File: src/rtl/dac_serializer_pkg.sv
// Shared constants for the DAC output serializer: default sample width and FSM encoding.
package dac_serializer_pkg;

  localparam int DAC_N = 18;

  localparam logic [1:0] ST_IDLE  = 2'd0;
  localparam logic [1:0] ST_SHIFT = 2'd1;
  localparam logic [1:0] ST_END   = 2'd2;

  typedef enum logic [1:0] {
    IDLE  = ST_IDLE,
    SHIFT = ST_SHIFT,
    END   = ST_END
  } state_t;

  // Counter width that stays at least one bit wide for degenerate ranges.
  function automatic int width_min1(input int range);
    return (range > 1) ? $clog2(range) : 1;
  endfunction

endpackage

File: src/rtl/dac_serializer_sclk_tick_gen.sv
// Divide counter producing the serial clock level and a falling-toggle strobe.
module sclk_tick_gen
  import dac_serializer_pkg::*;
#(
  parameter int CLK_DIV = 4
) (
  input  logic clk,
  input  logic reset,
  input  logic en,
  output logic sclk,
  output logic fall
);

  localparam int DIV_W = width_min1(CLK_DIV);

  logic [DIV_W-1:0] div_cnt_reg;
  logic             sclk_reg;
  logic             wrap;

  assign wrap = en && (div_cnt_reg == DIV_W'(CLK_DIV - 1));

  // Held cleared while disabled so every frame starts a fresh half-period.
  always_ff @(posedge clk or negedge reset) begin
    if (!reset) begin
      div_cnt_reg <= '0;
      sclk_reg    <= 1'b0;
    end else if (!en) begin
      div_cnt_reg <= '0;
      sclk_reg    <= 1'b0;
    end else if (wrap) begin
      div_cnt_reg <= '0;
      sclk_reg    <= ~sclk_reg;
    end else begin
      div_cnt_reg <= div_cnt_reg + 1'b1;
    end
  end

  assign sclk = sclk_reg;
  assign fall = wrap & sclk_reg;

endmodule

File: src/rtl/dac_serializer.sv
// MSB-first serializer of one N-bit sample per chip-select frame on a 3-wire DAC link.
module dac_serializer
  import dac_serializer_pkg::*;
#(
  parameter int N       = DAC_N,
  parameter int CLK_DIV = 4
) (
  input  logic         clk,
  input  logic         reset,
  input  logic [N-1:0] datos,
  input  logic         start,
  output logic         ready,
  output logic         done,
  output logic         cs_n,
  output logic         sclk,
  output logic         sdo
);

  localparam int BW = $clog2(N + 1);

  state_t         state_reg, state_next;
  logic [N-1:0]   shreg_reg, shreg_next;
  logic [BW-1:0]  bitcnt_reg, bitcnt_next;
  logic           ready_reg, ready_next;
  logic           done_reg, done_next;
  logic           cs_n_reg, cs_n_next;
  logic           sdo_reg, sdo_next;
  logic           sclk_fall;
  logic [N-1:0]   shifted;

  sclk_tick_gen #(.CLK_DIV(CLK_DIV)) u_tick (
    .clk   (clk),
    .reset (reset),
    .en    (state_reg == SHIFT),
    .sclk  (sclk),
    .fall  (sclk_fall)
  );

  always_ff @(posedge clk or negedge reset) begin
    if (!reset) begin
      state_reg  <= IDLE;
      shreg_reg  <= '0;
      bitcnt_reg <= '0;
      ready_reg  <= 1'b1;
      done_reg   <= 1'b0;
      cs_n_reg   <= 1'b1;
      sdo_reg    <= 1'b0;
    end else begin
      state_reg  <= state_next;
      shreg_reg  <= shreg_next;
      bitcnt_reg <= bitcnt_next;
      ready_reg  <= ready_next;
      done_reg   <= done_next;
      cs_n_reg   <= cs_n_next;
      sdo_reg    <= sdo_next;
    end
  end

  assign shifted = {shreg_reg[N-2:0], 1'b0};

  // Outputs are computed one cycle ahead so every pin comes straight off a flop.
  always_comb begin
    state_next  = state_reg;
    shreg_next  = shreg_reg;
    bitcnt_next = bitcnt_reg;
    ready_next  = ready_reg;
    done_next   = 1'b0;
    cs_n_next   = cs_n_reg;
    sdo_next    = sdo_reg;
    case (state_reg)
      IDLE: begin
        ready_next = 1'b1;
        cs_n_next  = 1'b1;
        sdo_next   = 1'b0;
        if (start) begin
          state_next  = SHIFT;
          shreg_next  = datos;
          bitcnt_next = BW'(N);
          ready_next  = 1'b0;
          cs_n_next   = 1'b0;
          sdo_next    = datos[N-1];
        end
      end
      SHIFT: begin
        if (sclk_fall) begin
          shreg_next  = shifted;
          bitcnt_next = bitcnt_reg - 1'b1;
          sdo_next    = shifted[N-1];
          if (bitcnt_reg == BW'(1)) begin
            state_next = END;
            cs_n_next  = 1'b1;
            sdo_next   = 1'b0;
            done_next  = 1'b1;
          end
        end
      end
      END: begin
        state_next = IDLE;
        ready_next = 1'b1;
      end
      default: begin
        state_next = IDLE;
        ready_next = 1'b1;
        cs_n_next  = 1'b1;
        sdo_next   = 1'b0;
      end
    endcase
  end

  assign ready = ready_reg;
  assign done  = done_reg;
  assign cs_n  = cs_n_reg;
  assign sdo   = sdo_reg;

endmodule

File: config.mk
export PLATFORM = sky130hd
export DESIGN_NAME = dac_serializer
export DESIGN_NICKNAME = d
export VERILOG_FILES = /design/src/rtl/dac_serializer_pkg.sv /design/src/rtl/dac_serializer_sclk_tick_gen.sv /design/src/rtl/dac_serializer.sv
export SDC_FILE = /design/constraint.sdc
export NUM_CORES = 1
export LEC_CHECK = 0
export CAP_MARGIN = 20
export CELL_PAD_IN_SITES_DETAIL_PLACEMENT = 0
export CELL_PAD_IN_SITES_GLOBAL_PLACEMENT = 1
export CORE_ASPECT_RATIO = 1.4
export CORE_UTILIZATION = 43
export DETAILED_ROUTE_END_ITERATION = 7
export GPL_ROUTABILITY_DRIVEN = 1
export HOLD_SLACK_MARGIN = 0.06
export MAX_ROUTING_LAYER = met4
export PLACE_DENSITY = 0.8
export SYNTH_ARGS = -nofsm -noshare
export SYNTH_HDL_FRONTEND = slang
export SYNTH_SLANG_ARGS = --single-unit
File: constraint.sdc
create_clock -name clk -period 2.1 [get_ports clk]
set_input_delay 0.63 -clock clk [delete_from_list [all_inputs] [get_ports clk]]
set_output_delay 0.63 -clock clk [all_outputs]
set_load 0.02 [all_outputs]
# Word-level counts from Yosys, hierarchy flattened
# Index checks and enable logic that the tools add are counted.
[classes]
n_addsub = 2
eq_ne = 8
mux = 26
n_bitwise = 3
n_reduce_logical = 7
[op_table]
columns = ["operator", "count"]
rows = [
  ["$mux W17", 2],
  ["$pmux W17 S2", 1],
  ["$mux W1", 11],
  ["$mux W2", 5],
  ["$mux W5", 2],
  ["$pmux W5 S2", 1],
  ["$reduce_and A3 Y1", 3],
  ["$ne A2 B2 Y1 const B", 4],
  ["$pmux W1 S3", 2],
  ["$eq A5 B1 Y1 const B", 1],
  ["$sub A5 B1 Y5 const B", 1],
  ["$eq A2 B2 Y1 const B", 2],
  ["$pmux W2 S2", 1],
  ["$add A2 B1 Y2 const B", 1],
  ["$eq A2 B1 Y1 const B", 1],
  ["$logic_not A2 Y1", 1],
  ["$not A1 Y1", 2],
  ["$pmux W1 S2", 1],
  ["$reduce_and A2 Y1", 1],
  ["$reduce_bool A2 Y1", 1],
  ["$and A1 B1 Y1", 1],
  ["$logic_and A1 B1 Y1", 1],
]
[totals]
register_bits = 31
inputBits = 21
out_inout_bits = 5
word_cells = 55

# Longest topological paths before layout
# Gate-level depths: netlist of the first run.
[logic_depth]
ltp_word = 5
ltp_mapped = 6
depth_no_buf = 5

# Modules after synthesis
# From an unflattened synthesis of the first run, not the netlist that was laid out.
[hier_totals]
hier_cells = 152
area_unflattened_um2 = 1616.6
[modules_own_cells]
columns = ["module", "n_inst", "cells_each", "area_each_um2", "seq_area_each_um2"]
rows = [
  ["dac_serializer", 1, 143, 1488.9, 703.2],
  ["sclk_tick_gen", 1, 9, 127.6, 75.1],
]

# Least setup slack after synthesis of the first run
# OpenSTA, ideal clock, no wires.
[synth_timing]
path_kind = "input-to-reg"
from = "input start"
to = "register shreg_reg[10]"
setup_time_ns = 0.076
arrival_ns = 1.508
t_required_ns = 2.024
slack_ns = 0.516
path_stages = 5
n_path_buf = 2
cell_sequence = "or3b_4 > and2_4 > buf_6 > buf_6 > o21ai_1"
[synth_between]
elab_chain_cells = 2
[synth_rtl]
columns = ["element", "line_no", "text"]
rows = [
  ["from (decl)", "dac_serializer.sv:11", "input logic start,"],
  ["$ne A2 B2 Y1 (no source line)", "n/a", ""],
  ["$reduce_and A3 Y1 (no source line)", "n/a", ""],
  ["to (signal assigned)", "dac_serializer.sv:50", "shreg_reg <= shreg_next;"],
  ["to (decl)", "dac_serializer.sv:22", "logic [N-1:0] shreg_reg, shreg_next;"],
]
# No other way between the ends.
# A chain may end at the register's enable or synchronous reset.

# Worst setup path after layout of the first run
[layout_timing]
from = "register cs_n_reg, in the netlist cs_n"
to = "output cs_n"
[layout_lines]
columns = ["element", "line_no", "text"]
rows = [
  ["from (decl)", "dac_serializer.sv:26", "logic cs_n_reg, cs_n_next;"],
  ["from (signal assigned)", "dac_serializer.sv:54", "cs_n_reg <= cs_n_next;"],
  ["to (decl)", "dac_serializer.sv:14", "output logic cs_n,"],
]
# No word-level cell between the ends.

==> impl_metrics.tcl, run 1 <==
set metrics [dict create \
    yosys_register_bits 31 \
    drcViolationCount 0 \
    largest_reg_flops 17 \
    antenna_cells 0 \
    fp.dieW_um 51.57 \
    yosysUniqueCellTypes 35 \
    crit_path_end_kind "primary output" \
    path_depth 1 \
    die_h_um 71.39 \
    period_needed_ps 2049 \
    setup-violations-final 0 \
    synth_top_flop_cell "dfrtp_1" \
    grt.overflow.total 0 \
    hold_viol_final 0 \
    synth_warnings 0 \
    synth_enable_flop_cells 0 \
    drv_cap 0 \
    grt_max_degree 32 \
    cts-buffers-inserted 5 \
    grt_pass1_vias 1148 \
    area_delta_synth_final_pct 26.82 \
    hold_path_class "flip-flop to flip-flop" \
    p_leak_nw 0.8919 \
    clock_latency_ps 280 \
    rr_startpoint "state_reg[1]" \
    max_clock_freq_mhz 488.1 \
    fin_tns_setup_ps 0 \
    fillers 301 \
    hpwl_um 2157 \
    io_pins 26 \
    fin_nets 195 \
    die_area_um2 3681 \
    worstSetupPathType "flip-flop to primary output" \
    drtIter0Drc 14 \
    status "completed" \
    yosysSeqAreaShare_pct 52.62 \
    holdPathStages 1 \
    vias 1163 \
    arrival_ps 1420 \
    peakVddDrop_mv 0.5529 \
    crit_chain "clkdlybuf4s50_1" \
    htreeDepth 2 \
    power_density_nw_per_um2 618.7 \
    clock_path_buffers 2 \
    grtUsageTotal_pct 20.23 \
    yosys.area.top_type "dfrtp_1" \
    post_drt_wl_per_cell_um 14.45 \
    slowest_delay_ps 600 \
    reg2reg_depth 3 \
    dr.pass1.iters 4 \
    dp_slack_ps 44.97 \
    portBuffers 25 \
    rsz0062_at_grt "no" \
    antenna_found_initial 0 \
    clock_sinks 31 \
    core_um2 3183 \
    finalWirelength_um 3050 \
    initial_core_util_pct 46.46 \
    worst-path-buf-inv 1 \
    drive_above_1_share_pct 13.95 \
    cts_tree "yes" \
    place.gp.congestion 0.6991 \
    maxSlewViolCount 0 \
    worstPathMaxFanout 3 \
    ctsResizeCount 0 \
    antenna_left 0 \
    grt_first_pass_wirelength_um 5223 \
    slowest_stage "clkdlybuf4s50_1" \
    vias_per_cell 5.512 \
    startpoint_type "flip-flop" \
    num_rows 24 \
    period_share_pct 97.56 \
    post_cts_buffers 0 \
    finClkSkew_ps 4.495 \
    cts_root_buf "clkbuf_8" \
    slew_headroom_pct 71.72 \
    synth.area.top_cells "dfrtp_1 (49%), mux2i_1 (9.5%), nand3_1 (5.1%)" \
    netlist_top_cells_count "dfrtp_1 (29), nand3_1 (15), mux2i_1 (14), o21ai_0 (12), inv_1 (9)" \
    worst_pin_slew_ps 421.9 \
    crit_required_ps 1470 \
    syn_avg_cell_area_um2 10.64 \
    min_from "u_tick.div_cnt_reg[0]" \
    hold_ws_ps 444.7 \
    syn-num-nets 163 \
    startpoint "cs_n" \
    netlist_area_um2 1479 \
    synth_top_area_share_pct 49.07 \
    cp_top_family "buffers and inverters" \
    async_flop_share_pct 100.0 \
    synth_most_common_cell "dfrtp_1" \
    synthCells 139 \
    ctsHoldBuffers 0 \
    fin_ws_ps 51.18 \
    clkSlewWorstSetupHoldPaths_ps 60 \
]
==> path summary, 6_finish.rpt <==
kind	end	slack (ps)
worst min register to register	u_tick.div_cnt_reg[0]	440
min in group asynchronous	sdo	730
worst max register to register	bitcnt_reg[4]	420
worst max-delay path	cs_n	50
worst min-delay path	u_tick.div_cnt_reg[0]	440
max in group asynchronous	ready	1030
==> stage by stage <==
step                      instance area (µm²)  std cells  utilization [%]  total power [mW]
after floorplan                          1479        139                -            0.6386
after global placement                   1784        203            56.05            0.6968
after detailed placement                 1784        203            56.05            0.6984
after CTS                                1876        211            58.92             1.179
after global routing                     1876        211            58.92             1.206
final                                    1876        211            58.92             1.160
==> power breakdown <==
part / internal, mW / leakage, nW / switching [mW]
logic: 0.0462 / 0.457 / 0.0268
registers: 0.608 / 0.387 / 0.00548
clock network: 0.264 / 0.0482 / 0.210
==> routing by layer <==
metal,vias up,track usage [%],share of wire [%]
li1,555,-,-
met1,577,23.12,43
met4,0,8.108,2.0
met3,6,6.369,3.5
met2,25,32.47,52
met5,-,-,0
==> logic make-up after synthesis <==
kind of cell | after synthesis | share of synthesized area (%)
buf+inv | 18 | 6.429
compound gates | 34 | 13.88
fa+ha+maj | 3 | 2.538
xor+xnor | 1 | 0.5923
mux | 14 | 9.475
simple gates | 38 | 14.47
flops | 31 | 52.62
==> layout by cell type, fill, tap and decap left out, drive strengths merged, types with 2 or more instances in the layout <==
cell	synthesis	final
dfrtp	29	29
ha	3	3
a21oi	6	6
o22ai	5	5
nor2	7	7
clkbuf	4	7
nand2b	2	2
nand2	2	2
nor2b	2	2
nand3	15	15
mux2i	14	14
o21ai	18	18
dfstp	2	2
inv	9	9
clkdlybuf4s50	0	25
buf	5	9
and2	2	2
==> final cells by class <==
cell class | instances | area, µm² | share of cell area, %
clock buffer | 7 | 86.33 | 4.603
clock inverter | 1 | 5.005 | 0.2668
inverter | 9 | 33.78 | 1.801
multi-input combinational | 90 | 605.6 | 32.29
sequential | 31 | 778.2 | 41.49
tap | 39 | 48.80 | 2.602
timing repair buffer | 34 | 317.8 | 16.94
(Power assumes the default switching activity.)
==> inputs of run 2 (changes only) <==
Settings changed: CORE_UTILIZATION 43 to 51, DONT_BUFFER_PORTS set to 1, PLACE_DENSITY 0.8 to 0.78.
==> impl_metrics.tcl, run 2 (synthesized netlist as in run 1, its figures left out) <==
set metrics [dict create \
    portBuffers 0 \
    grt.overflow.total 0 \
    vias 1037 \
    dp.cells 172 \
    drtIter0Drc 27 \
    maxSlewViolCount 0 \
    antenna_cells 0 \
    fin_tns_setup_ps 0 \
    p_int_uw 900.9 \
    clock_path_buffers 2 \
    fin_ws_ps 419.7 \
    die_area_um2 3122 \
    core_um2 2698 \
    finClkSkew_ps 10.68 \
    p_comb_share_pct 2.6 \
    area_delta_synth_final_pct 9.137 \
    clock_sinks 31 \
    post_drt_wl_per_cell_um 15.50 \
    grt_pass1_vias 1001 \
    power_density_nw_per_um2 700.8 \
    regArea_um2 778.2 \
    antenna_left 0 \
    finalWirelength_um 2805 \
    hold_path_class "input pin to async pin" \
    clkSlewWorstSetupHoldPaths_ps 100 \
    setup-violations-final 0 \
    fin_nets 168 \
    crit_path_end_kind "flip-flop" \
    crit_chain "nor2b_1 > buf_4 > mux2i_1 > o21ai_0" \
    htreeDepth 2 \
    grtUsageTotal_pct 22.42 \
    peakVddDrop_mv 0.5460 \
    slew_headroom_pct 69.13 \
    cts-buffers-inserted 5 \
    dp_slack_ps 381.1 \
    die_h_um 65.72 \
    layout_commonest_cell "dfrtp_1" \
    period_needed_ps 1680 \
    startpoint_type "flip-flop" \
    status "completed" \
    fillers 257 \
    worstPathMaxFanout 10 \
    sequentialPowerShare_pct 54.4 \
    vias_per_cell 5.729 \
    place.gp.congestion 0.7147 \
    num_rows 22 \
    worst-path-buf-inv 1 \
    grt_max_degree 30 \
    crit_required_ps 2310 \
    hpwl_um 1923 \
    multiInputGateArea_um2 605.6 \
    switching_share_pct 20.36 \
    final_cell_mix "dfrtp_1 (29), nand3_1 (15), mux2i_1 (14)" \
    cp_top_family "flip-flops" \
    fp.dieW_um 47.51 \
    slowest_delay_ps 530 \
    drv_cap 0 \
    largest_reg_flops 17 \
    drcViolationCount 0 \
    max_clock_freq_mhz 595.1 \
    clock_latency_ps 340 \
    hold_ws_ps 101.6 \
    cts_tree "yes" \
    hold_viol_final 0 \
    p_leak_nw 0.7900 \
    worst_pin_slew_ps 462.1 \
    p_sw_uw 230.2 \
    grt_first_pass_wirelength_um 4595 \
    worstSetupPathType "flip-flop to flip-flop" \
    dr.pass1.iters 4 \
    rsz0062_at_grt "no" \
    cts_root_buf "clkbuf_4" \
    clkPwrFrac_pct 43.1 \
    period_share_pct 80.01 \
    final_cells 181 \
    arrival_ps 1890 \
    io_pins 26 \
    drive_above_1_share_pct 15.86 \
    antenna_found_initial 0 \
    slowest_stage "dfrtp_1" \
    initial_core_util_pct 54.82 \
    post_cts_buffers 0 \
]
## run 2: per-stage QoR
stage / area (µm²) / power, mW / utilization, %
after floorplan: 1479 / 0.6386 / -
after global placement: 1508 / 0.6411 / 55.89
after detailed placement: 1508 / 0.6420 / 55.89
after CTS: 1614 / 1.147 / 59.83
after global routing: 1614 / 1.178 / 59.83
final: 1614 / 1.131 / 59.83
## run 2: final cells by class
type                            count  share of cell area, %
Clock inverter                      2                  2.171
Clock buffer                        6                  3.178
Sequential cell                    31                  48.22
Multi-Input combinational cell     90                  37.52
Timing Repair Buffer                7                  4.031
Inverter                            9                  2.093
Tap cell                           36                  2.791
## run 2: power by group through the flow
stage | Combinational, mW | Clock [mW] | Sequential, mW
finish | 0.0291 | 0.487 | 0.615
global route | 0.0349 | 0.526 | 0.617
CTS | 0.0306 | 0.501 | 0.615
detailed placement | 0.0151 | 0 | 0.627
global placement | 0.0147 | 0 | 0.626
floorplan | 0.0132 | 0 | 0.625
## run 2: metal layers
| metal | GRT usage, % | vias to the layer above | share of wire [%] |
|---|---|---|---|
| li1 | - | 502 | - |
| met1 | 26.09 | 502 | 42 |
| met2 | 33.73 | 25 | 51 |
| met3 | 7.692 | 8 | 4.4 |
| met4 | 10.71 | 0 | 2.5 |
| met5 | - | - | 0 |
## run 2: path summary, 6_finish.rpt
kind	from	depth (start not counted)	to	slack, ps
max	state_reg[0]	4	shreg_reg[8]	420
min	reset	1	shreg_reg[16]	100
max reg2reg	state_reg[0]	4	shreg_reg[8]	420
min reg2reg	u_tick.div_cnt_reg[0]	1	u_tick.div_cnt_reg[0]	440
max in group asynchronous	reset	1	u_tick.div_cnt_reg[0]	1830
min in group clk	datos[0]	1	shreg_reg[0]	420
## run 2: repair_timing
| item | in CTS | in global routing |
|---|---|---|
| endpoints found under the setup margin | 0 | 0 |
| gates resized for setup | 0 | 0 |
| hold buffers | 1 | 0 |
| hold endpoints to repair | 29 | 0 |
